===== config.mk =====
export PLATFORM = sky130hd
export DESIGN_NAME = mem_responder
export DESIGN_NICKNAME = d
export VERILOG_FILES = /design/src/rtl/mem_responder.sv
export SDC_FILE = /design/constraint.sdc
export NUM_CORES = 1
export LEC_CHECK = 0
export ABC_CLOCK_PERIOD_IN_PS = 2600
export CAP_MARGIN = 20
export CORE_UTILIZATION = 54
export DETAILED_ROUTE_END_ITERATION = 12
export PLACE_DENSITY = 0.9
export SLEW_MARGIN = 25
export SYNTH_ARGS = -nofsm -noshare
export SYNTH_HDL_FRONTEND = slang
export SYNTH_SLANG_ARGS = --single-unit

===== constraint.sdc =====
create_clock -name CLK -period 2.6 [get_ports CLK]
set_input_delay 0.52 -clock CLK [delete_from_list [all_inputs] [get_ports CLK]]
set_output_delay 0.52 -clock CLK [all_outputs]
set_load 0.05 [all_outputs]

===== src/rtl/mem_responder.sv =====
// Two-port read responder: instruction and data requests are queued in separate
// FIFOs and served one at a time from a single backing memory, data first.
module mem_responder #(
  parameter int QDEPTH = 4
) (
  input  logic        CLK,
  input  logic        RST,
  input  logic        INST_RDEN,
  input  logic [31:0] INST_RADDR,
  output logic        INST_RVALID,
  output logic [31:0] INST_RDATA,
  input  logic        DATA_RDEN,
  input  logic [31:0] DATA_RADDR,
  output logic        DATA_RVALID,
  output logic [31:0] DATA_RDATA,
  output logic        MEM_WAIT,
  output logic        MEM_REQ,
  output logic [31:0] MEM_ADDR,
  input  logic        MEM_ACK,
  input  logic [31:0] MEM_RDATA
);

  localparam int PW = (QDEPTH > 1) ? $clog2(QDEPTH) : 1;
  localparam int CW = PW + 1;

  typedef enum logic {IDLE, BUSY} state_t;

  logic [31:0]   inst_q [QDEPTH];
  logic [31:0]   data_q [QDEPTH];
  logic [PW-1:0] inst_wr, inst_rd, data_wr, data_rd;
  logic [CW-1:0] inst_cnt, data_cnt;
  state_t        state;
  logic          src_data;
  logic          inst_push, data_push, inst_pop, data_pop;

  // Either full FIFO stalls both ports, so a same-cycle pair is never split.
  assign MEM_WAIT  = RST || (inst_cnt == CW'(QDEPTH)) || (data_cnt == CW'(QDEPTH));
  assign inst_push = INST_RDEN && !MEM_WAIT;
  assign data_push = DATA_RDEN && !MEM_WAIT;
  assign data_pop  = (state == IDLE) && (data_cnt != '0);
  assign inst_pop  = (state == IDLE) && (data_cnt == '0) && (inst_cnt != '0);

  always_ff @(posedge CLK) begin
    if (inst_push) inst_q[inst_wr] <= INST_RADDR;
    if (data_push) data_q[data_wr] <= DATA_RADDR;
  end

  always_ff @(posedge CLK) begin
    if (RST) begin
      inst_wr  <= '0;
      inst_rd  <= '0;
      inst_cnt <= '0;
      data_wr  <= '0;
      data_rd  <= '0;
      data_cnt <= '0;
    end else begin
      if (inst_push) inst_wr <= inst_wr + 1'b1;
      if (inst_pop)  inst_rd <= inst_rd + 1'b1;
      if (data_push) data_wr <= data_wr + 1'b1;
      if (data_pop)  data_rd <= data_rd + 1'b1;
      case ({inst_push, inst_pop})
        2'b10:   inst_cnt <= inst_cnt + 1'b1;
        2'b01:   inst_cnt <= inst_cnt - 1'b1;
        default: inst_cnt <= inst_cnt;
      endcase
      case ({data_push, data_pop})
        2'b10:   data_cnt <= data_cnt + 1'b1;
        2'b01:   data_cnt <= data_cnt - 1'b1;
        default: data_cnt <= data_cnt;
      endcase
    end
  end

  // Access sequencer; RVALIDs are single-cycle pulses, RDATA holds between them.
  always_ff @(posedge CLK) begin
    if (RST) begin
      state       <= IDLE;
      MEM_REQ     <= 1'b0;
      MEM_ADDR    <= '0;
      src_data    <= 1'b0;
      INST_RVALID <= 1'b0;
      DATA_RVALID <= 1'b0;
      INST_RDATA  <= '0;
      DATA_RDATA  <= '0;
    end else begin
      INST_RVALID <= 1'b0;
      DATA_RVALID <= 1'b0;
      case (state)
        IDLE: begin
          if (data_pop) begin
            MEM_REQ  <= 1'b1;
            MEM_ADDR <= data_q[data_rd] & ~32'h3;
            src_data <= 1'b1;
            state    <= BUSY;
          end else if (inst_pop) begin
            MEM_REQ  <= 1'b1;
            MEM_ADDR <= inst_q[inst_rd] & ~32'h3;
            src_data <= 1'b0;
            state    <= BUSY;
          end
        end
        BUSY: begin
          if (MEM_ACK) begin
            MEM_REQ <= 1'b0;
            state   <= IDLE;
            if (src_data) begin
              DATA_RVALID <= 1'b1;
              DATA_RDATA  <= MEM_RDATA;
            end else begin
              INST_RVALID <= 1'b1;
              INST_RDATA  <= MEM_RDATA;
            end
          end
        end
        default: state <= IDLE;
      endcase
    end
  end

endmodule

Word level (Yosys, flattened, before mapping). Memories as Yosys holds them, arrays and structs flattened. A register that Yosys moved wholly into a read port is not among the register bits. Index checks and enable logic that the tools add are counted.

$add $sub $neg: 8. Equality and inequality tests: 8. Muxes and demuxes: 24. Bitwise gates (word level): 3. Reduce and logical (&&, ||, !) cells: 19.

Operators with widths (number): $mux W32 (2); $mux W1 (14); $pmux W3 S2 (2); $add A2 B1 Y2 const B (4); $mux W2 (4); $add A3 B1 Y3 const B (2); $eq A3 B3 Y1 const B (2); $reduce_and A3 Y1 (2); $reduce_bool A2 Y1 (3); $reduce_bool A3 Y1 (2); $sub A3 B1 Y3 const B (2); $logic_and A1 B1 Y1 (5); $eq A2 B1 Y1 const B (2); $eq A2 B2 Y1 const B (2); $pmux W1 S2 (2); $reduce_and A2 Y1 (2); $logic_not A3 Y1 (1); $ne A3 B3 Y1 const B (1); $not A1 Y1 (3); $reduce_or A3 Y1 (1); $logic_or A1 B1 Y1 (2); $ne A2 B2 Y1 const B (1); $logic_not A1 Y1 (1).

Register bits after elaboration: 115. Bits in writable memories: 256. Input bits: 101. Output and inout port bits: 100. Logic and storage cells: 78. Memories: 2.

Memory list: data_q (depth 4, width 32, read ports 1, clocked after memory_dff 1, wr ports 1, line 29) `logic [31:0] data_q [QDEPTH];`; inst_q (depth 4, width 32, read ports 1, clocked after memory_dff 1, wr ports 1, line 28) `logic [31:0] inst_q [QDEPTH];`.

Logic depth before layout (Yosys ltp). Gate-level depths: netlist of the first run.

Depth in word-level cells: 7. Depth in mapped cells: 10. Gate-level depth less buffers: 9.

Worst setup path before layout of the first run. Ideal clock, no wire load.

Path type: register to register. Start point: reg data_cnt[2]. End point: reg inst_cnt[2]. Setup time: 0.070 ns. Data arrival time: 2.279 ns. Required time: 2.530 ns. Setup slack: 0.250 ns. Stages on the path, launching flop included: 10. Buffers on the path: 0. Period minus slack after synthesis: 2.350 ns. Cell sequence: dfxtp_1 nor3b_1 nor4b_4 inv_1 ha_1 inv_1 fa_1 xor2_1 or3_1 a21oi_1.

Cells in the longest elaborated chain, start to end: 6. Elaborated cells between the ends (all ways): 11. Classes of those cells: 3 x eq/ne; 1 x mux; 7 x reduce/logical.

Ends and longest elaborated chain: start, declared (line 31) `logic [CW-1:0] inst_cnt, data_cnt;`; start signal, assigned (line 67) `2'b10: data_cnt <= data_cnt + 1'b1;`; start signal, assigned (line 68) `2'b01: data_cnt <= data_cnt - 1'b1;`; start signal, assigned (line 69) `default: data_cnt <= data_cnt;`; $eq A3 B3 Y1 (line 37) `assign MEM_WAIT = RST || (inst_cnt == CW'(QDEPTH)) || (data_cnt == CW'(QDEPTH));`; $logic_or A1 B1 Y1 (line 37); $logic_not A1 Y1 (line 38) `assign inst_push = INST_RDEN && !MEM_WAIT;`; $logic_and A1 B1 Y1 (line 38); $eq A2 B1 Y1 or $eq A2 B2 Y1 (tied branches) (line 61) `case ({inst_push, inst_pop})`; $pmux W3 S2 or $reduce_bool A2 Y1 (tied branches); end signal, assigned (line 62) `2'b10: inst_cnt <= inst_cnt + 1'b1;`; end signal, assigned (line 63) `2'b01: inst_cnt <= inst_cnt - 1'b1;`; end signal, assigned (line 64) `default: inst_cnt <= inst_cnt;`; end, declared (line 31).

Parallel ways exist; a longest one is shown, timed or not. A chain may end at the register's enable or synchronous reset.

Worst setup path after layout of the first run.
Start point: reg data_cnt[0]. End point: reg inst_cnt[2].

Elaborated cells between the ends (all ways): 11. Classes of those cells: 3 x eq/ne; 1 x mux; 7 x reduce/logical.

RTL lines: $logic_not A3 Y1 (*) (line 41) `assign inst_pop = (state == IDLE) && (data_cnt == '0) && (inst_cnt != '0);`; $logic_and A1 B1 Y1 (*) (2 in series) (line 41); named net inst_pop (line 34) `logic inst_push, data_push, inst_pop, data_pop;`; $eq A2 B1 Y1 or $eq A2 B2 Y1 (tied branches) (line 61); $pmux W3 S2 or $reduce_bool A2 Y1 (tied branches).

Mark *: on every way through the listed nets, which the timed path passes. The rest lies on a longest branch.

==> results.sh, run 1 <==
export IMPL_skew_ns=0.0278
export IMPL_yosys_top_cells_area="edfxtp_1 54%, dfxtp_1 18%, mux4_2 10%"
export IMPL_cts_clk_slew_worst_paths_ns=0.06
export IMPL_hp_class="primary input to flip-flop"
export IMPL_place_worst_setup_slack_ns=0.183
export IMPL_clock_latency_ns=0.53
export IMPL_holdBufCountCts=0
export IMPL_synth_cell_types=34
export IMPL_arrival_ns=2.82
export IMPL_cts_buffers=36
export IMPL_die_h_um=159
export IMPL_post_place_cells=1365
export IMPL_drtAntennaViolNets=0
export IMPL_hpwl_um=19300
export IMPL_relSlewSlack=0.541
export IMPL_syn_inst=880
export IMPL_route_vias_total=8098
export IMPL_syn_avg_cell_area_um2=15.1
export IMPL_ys_warn_count=0
export IMPL_synth_top_area_frac=0.543
export IMPL_start_util=0.558
export IMPL_synth_area_leader_cell="edfxtp_1"
export IMPL_synth_area_mm2=0.0133
export IMPL_drc=0
export IMPL_tns_ns=0
export IMPL_overflow=0
export IMPL_pin_count=201
export IMPL_pwr_density_cell_mw_per_mm2=1010
export IMPL_cts_root_buf="clkbuf_16"
export IMPL_grt_max_degree=65
export IMPL_cp_start_kind="flip-flop"
export IMPL_htree_levels=2
export IMPL_nNetsFinal=1197
export IMPL_drive_gt1_frac=0.135
export IMPL_maxSlewViolCount=0
export IMPL_coreArea_mm2=0.0238
export IMPL_peakVddDrop_mv=1.11
export IMPL_die_area_mm2=0.0252
export IMPL_setup_viol=0
export IMPL_grt_pass1_vias=8576
export IMPL_vias_per_cell=5.66
export IMPL_clock_path_buffers=3
export IMPL_max_cap_violations=0
export IMPL_rsz0062_at_grt="no"
export IMPL_fin_cells=1431
export IMPL_cp_max_fo=5
export IMPL_grt_pass1_wl_um=46600
export IMPL_track_usage=0.242
export IMPL_period_share=0.913
export IMPL_ys_seq_elements=357
export IMPL_tightest_slew_ns=0.689
export IMPL_gp_congestion=0.917
export IMPL_critical_path_class="flip-flop to flip-flop"
export IMPL_tritoncts="done"
export IMPL_antenna_found_initial=3
export IMPL_rrSetupSlack_ns=0.23
export IMPL_cts_setup_buffers=0
export IMPL_cts_sinks=357
export IMPL_fmax_mhz=421
export IMPL_period_minus_slack_ns=2.37
export IMPL_critical_path_required_ns=3.05
export IMPL_layout_setup_ws_ns=0.226
export IMPL_wire_per_inst_um=21.0
export IMPL_status="completed"
export IMPL_post_cts_resized=0
export IMPL_final_common_cell="edfxtp_1"
export IMPL_area_delta_synth_final_pct=26.5
export IMPL_dr_pass1_iters=5
export IMPL_timing_final_hold_violations=0
export IMPL_drtIter0Drc=878
export IMPL_wl_um=30100
export IMPL_mostFrequentLayoutCells="240 x edfxtp_1, 192 x clkdlybuf4s50_1, 190 x nand2_1"
export IMPL_die_w_um=159
export IMPL_worstSetupEndpointType="flip-flop"
export IMPL_p_leak_nw=5.51
export IMPL_hold_ws_ns=0.285
export IMPL_yosysSeqAreaShare=0.720
export IMPL_port_buffers=194
export IMPL_std_cell_rows=56
area by class of cell:
cell class	instances	area, um^2
antenna	2	5.00
clock buffer	54	1010
clock inverter	10	93.8
fill	1455	6970
inverter	14	52.6
multi-input combinational	456	3410
sequential	357	9550
tap	319	399
timing repair buffer	219	2260
layer usage:
| layer | global-route usage | up-vias | share of wire |
|---|---|---|---|
| met5 | 0 | - | 0.00043 |
| met3 | 0.0499 | 68 | 0.073 |
| met2 | 0.430 | 384 | 0.52 |
| li1 | - | 3654 | - |
| met4 | 0.112 | 2 | 0.037 |
| met1 | 0.282 | 3990 | 0.37 |
worst paths after layout:
kind / start / to / depth (start not counted)
worst max-delay path: data_cnt[0]$_SDFFE_PP0P_ / inst_cnt[2]$_SDFFE_PP0P_ / 8
worst min-delay path: RST / inst_cnt[2]$_SDFFE_PP0P_ / 2
worst max register to register: data_cnt[0]$_SDFFE_PP0P_ / inst_cnt[2]$_SDFFE_PP0P_ / 8
worst min register to register: INST_RDATA[11]$_SDFFE_PP0P_ / INST_RDATA[11]$_SDFFE_PP0P_ / 2
Yosys cell counts, drive strengths merged:
master,instances
a311oi,30
a21oi,70
nor4b,3
nor2,50
xnor2,6
edfxtp,240
xor2,4
nand3,1
o21ai,2
and2,8
mux2i,2
o21a,2
clkbuf,21
dfxtp,117
nor3,5
mux4,60
conb,1
ha,10
or2,1
nand2,190
nor3b,3
inv,14
or3,3
buf,33
fa,2
and3,1
nand2b,1
critical path, cell delays in order, from the launching register on:
cell     delay [ns]
dfxtp_1        0.36
or3_4          0.42
nor3_2         0.23
ha_1           0.25
inv_1          0.07
fa_1           0.37
xor2_1         0.16
or3_1          0.30
a21oi_1        0.14
through the flow:
stage	util	cell area [um^2]	power [mW]
2_1_floorplan	-	13300	10.7
3_3_place_gp	0.660	15700	12.1
3_5_place_dp	0.660	15700	12.3
4_1_cts	0.706	16800	17.1
5_1_grt	0.707	16800	17.7
6_report	0.707	16800	17.0
flip-flops by register name, indices dropped and copies added (netlist names), 3 cells and up, named ones only:
name        flops
data_q        120
inst_q        120
DATA_RDATA     32
INST_RDATA     32
MEM_ADDR       30
data_cnt        3
inst_cnt        3
where the power goes:
part,internal (mW),total (mW),switching (mW),leakage (nW)
sequential,6.65,6.99,0.341,3.13
combinational,1.97,5.25,3.28,1.84
clock,2.71,4.79,2.07,0.534
total,11.3,17.0,5.70,5.51
logic make-up after synthesis:
family | Yosys count | share of synthesized area
muxes | 62 | 0.103
and+or+nand+nor | 266 | 0.0849
DFF | 357 | 0.720
buffers and inverters | 68 | 0.0241
xor gates and xnor gates | 10 | 0.00660
other | 1 | 0.000283
adders and majority gates | 12 | 0.0125
AOI/OAI and AO/OA | 104 | 0.0484
(Power assumes the default switching activity.)
==> run 2, diff against run 1 <==
--- a/config.mk
+++ b/config.mk
@@ -8,6 +8,7 @@
 export ABC_CLOCK_PERIOD_IN_PS = 2600
 export CAP_MARGIN = 20
 export CORE_UTILIZATION = 54
+export CTS_CLUSTER_SIZE = 12
 export DETAILED_ROUTE_END_ITERATION = 12
 export PLACE_DENSITY = 0.9
 export SLEW_MARGIN = 25
==> results.sh, run 2 (same netlist as run 1, synthesis figures left out) <==
export IMPL_status="completed"
export IMPL_track_usage=0.244
export IMPL_period_share=0.912
export IMPL_hpwl_um=19300
export IMPL_die_area_mm2=0.0252
export IMPL_clock_latency_ns=0.53
export IMPL_peakVddDrop_mv=0.904
export IMPL_cp_start_kind="flip-flop"
export IMPL_post_cts_resized=0
export IMPL_grt_max_degree=65
export IMPL_period_minus_slack_ns=2.37
export IMPL_cts_setup_buffers=0
export IMPL_nNetsFinal=1198
export IMPL_vias_per_cell=5.72
export IMPL_worstSetupEndpointType="flip-flop"
export IMPL_gp_congestion=0.917
export IMPL_route_vias_total=8197
export IMPL_reg_top3="data_q (120), inst_q (120)"
export IMPL_critical_path_class="flip-flop to flip-flop"
export IMPL_power_frac_clock=0.287
export IMPL_max_cap_violations=0
export IMPL_cts_sinks=357
export IMPL_drtAntennaViolNets=0
export IMPL_antenna_found_initial=2
export IMPL_drtIter0Drc=814
export IMPL_cts_root_buf="clkbuf_16"
export IMPL_htree_levels=2
export IMPL_area_delta_synth_final_pct=26.7
export IMPL_clock_path_buffers=3
export IMPL_arrival_ns=2.82
export IMPL_wire_per_inst_um=21.3
export IMPL_pin_count=201
export IMPL_internal_power_mw=11.5
export IMPL_dr_pass1_iters=5
export IMPL_mostFrequentLayoutCells="240 x edfxtp_1, 192 x clkdlybuf4s50_1, 190 x nand2_1"
export IMPL_grt_pass1_vias=8586
export IMPL_final_common_cell="edfxtp_1"
export IMPL_coreArea_mm2=0.0238
export IMPL_pwr_density_cell_mw_per_mm2=1020
export IMPL_cts_clk_slew_worst_paths_ns=0.06
export IMPL_cts_buffers=37
export IMPL_tns_ns=0
export IMPL_drive_gt1_frac=0.132
export IMPL_rr_worst_depth=8
export IMPL_start_util=0.558
export IMPL_comb_power_share=0.307
export IMPL_relSlewSlack=0.554
export IMPL_p_leak_nw=5.53
export IMPL_drc=0
export IMPL_holdBufCountCts=0
export IMPL_port_buffers=194
export IMPL_timing_final_hold_violations=0
export IMPL_swShare=0.332
export IMPL_wl_um=30500
export IMPL_overflow=0
export IMPL_hp_class="primary input to flip-flop"
export IMPL_p_seq_frac=0.407
export IMPL_rsz0062_at_grt="no"
export IMPL_layout_setup_ws_ns=0.230
export IMPL_tritoncts="done"
export IMPL_cp_max_fo=5
export IMPL_critical_path_required_ns=3.05
export IMPL_tightest_slew_ns=0.670
export IMPL_power_switching_mw=5.71
export IMPL_setup_viol=0
export IMPL_maxSlewViolCount=0
export IMPL_post_place_cells=1365
export IMPL_fmax_mhz=422
export IMPL_std_cell_rows=56
export IMPL_hold_ws_ns=0.281
export IMPL_p_total_mw=17.2
export IMPL_fin_cells=1432
export IMPL_die_h_um=159
export IMPL_place_worst_setup_slack_ns=0.183
export IMPL_skew_ns=0.0273
export IMPL_grt_pass1_wl_um=46800
export IMPL_whs_path_depth=2
export IMPL_die_w_um=159
-- run 2: cell count changes in the layout (fill, tap and decap cells not counted) --
| cell | before | now |
|---|---|---|
| clkbuf_1 | 14 | 19 |
| clkinv_2 | 4 | 2 |
| clkinv_4 | 2 | 0 |
| bufinv_16 | 0 | 1 |
| clkbuf_16 | 36 | 37 |
| clkinv_8 | 3 | 2 |
| clkinvlp_4 | 1 | 0 |
| diode_2 | 2 | 1 |
| inv_6 | 0 | 1 |
-- run 2: cell type report --
class	count	area, um^2
clock inverter	6	81.3
fill	1446	6940
antenna	1	2.50
inverter	14	52.6
clock buffer	60	1050
sequential	357	9550
timing repair buffer	219	2260
multi-input combinational	456	3410
tap	319	399
-- run 2: power by group through the flow --
stage	Clock, mW	Sequential (mW)	Combinational, mW
2_1_floorplan	0	7.85	2.81
3_3_place_gp	0	7.05	5.02
3_5_place_dp	0	7.10	5.19
4_1_cts	5.00	6.99	5.29
5_1_grt	5.22	7.05	5.61
6_report	4.93	7.00	5.28
-- run 2: metrics by stage --
stage	util	instance area (um^2)
final	0.708	16800
after global placement	0.660	15700
after detailed placement	0.660	15700
after CTS	0.708	16800
after floorplan	-	13300
after global routing	0.708	16800
-- run 2: routing by layer --
layer  vias up  share of wire  global-route usage
met4         2          0.038               0.113
met2       412           0.52               0.439
met3        77          0.076              0.0502
met5         -        0.00033                   0
li1       3649              -                   -
met1      4057           0.37               0.279
-- run 2: final timing paths --
kind / to / slack (ns) / from
worst min-delay path: inst_cnt[2]$_SDFFE_PP0P_ / 0.28 / RST
worst min register to register: INST_RDATA[8]$_SDFFE_PP0P_ / 0.45 / INST_RDATA[8]$_SDFFE_PP0P_
worst max-delay path: inst_cnt[2]$_SDFFE_PP0P_ / 0.23 / data_cnt[0]$_SDFFE_PP0P_
worst max register to register: inst_cnt[2]$_SDFFE_PP0P_ / 0.23 / data_cnt[0]$_SDFFE_PP0P_
-- run 2: critical path, stage by stage, from the launching register on --
cell	delay, ns
dfxtp_1	0.35
or3_4	0.42
nor3_2	0.22
ha_1	0.25
inv_1	0.07
fa_1	0.37
xor2_1	0.16
or3_1	0.30
a21oi_1	0.14
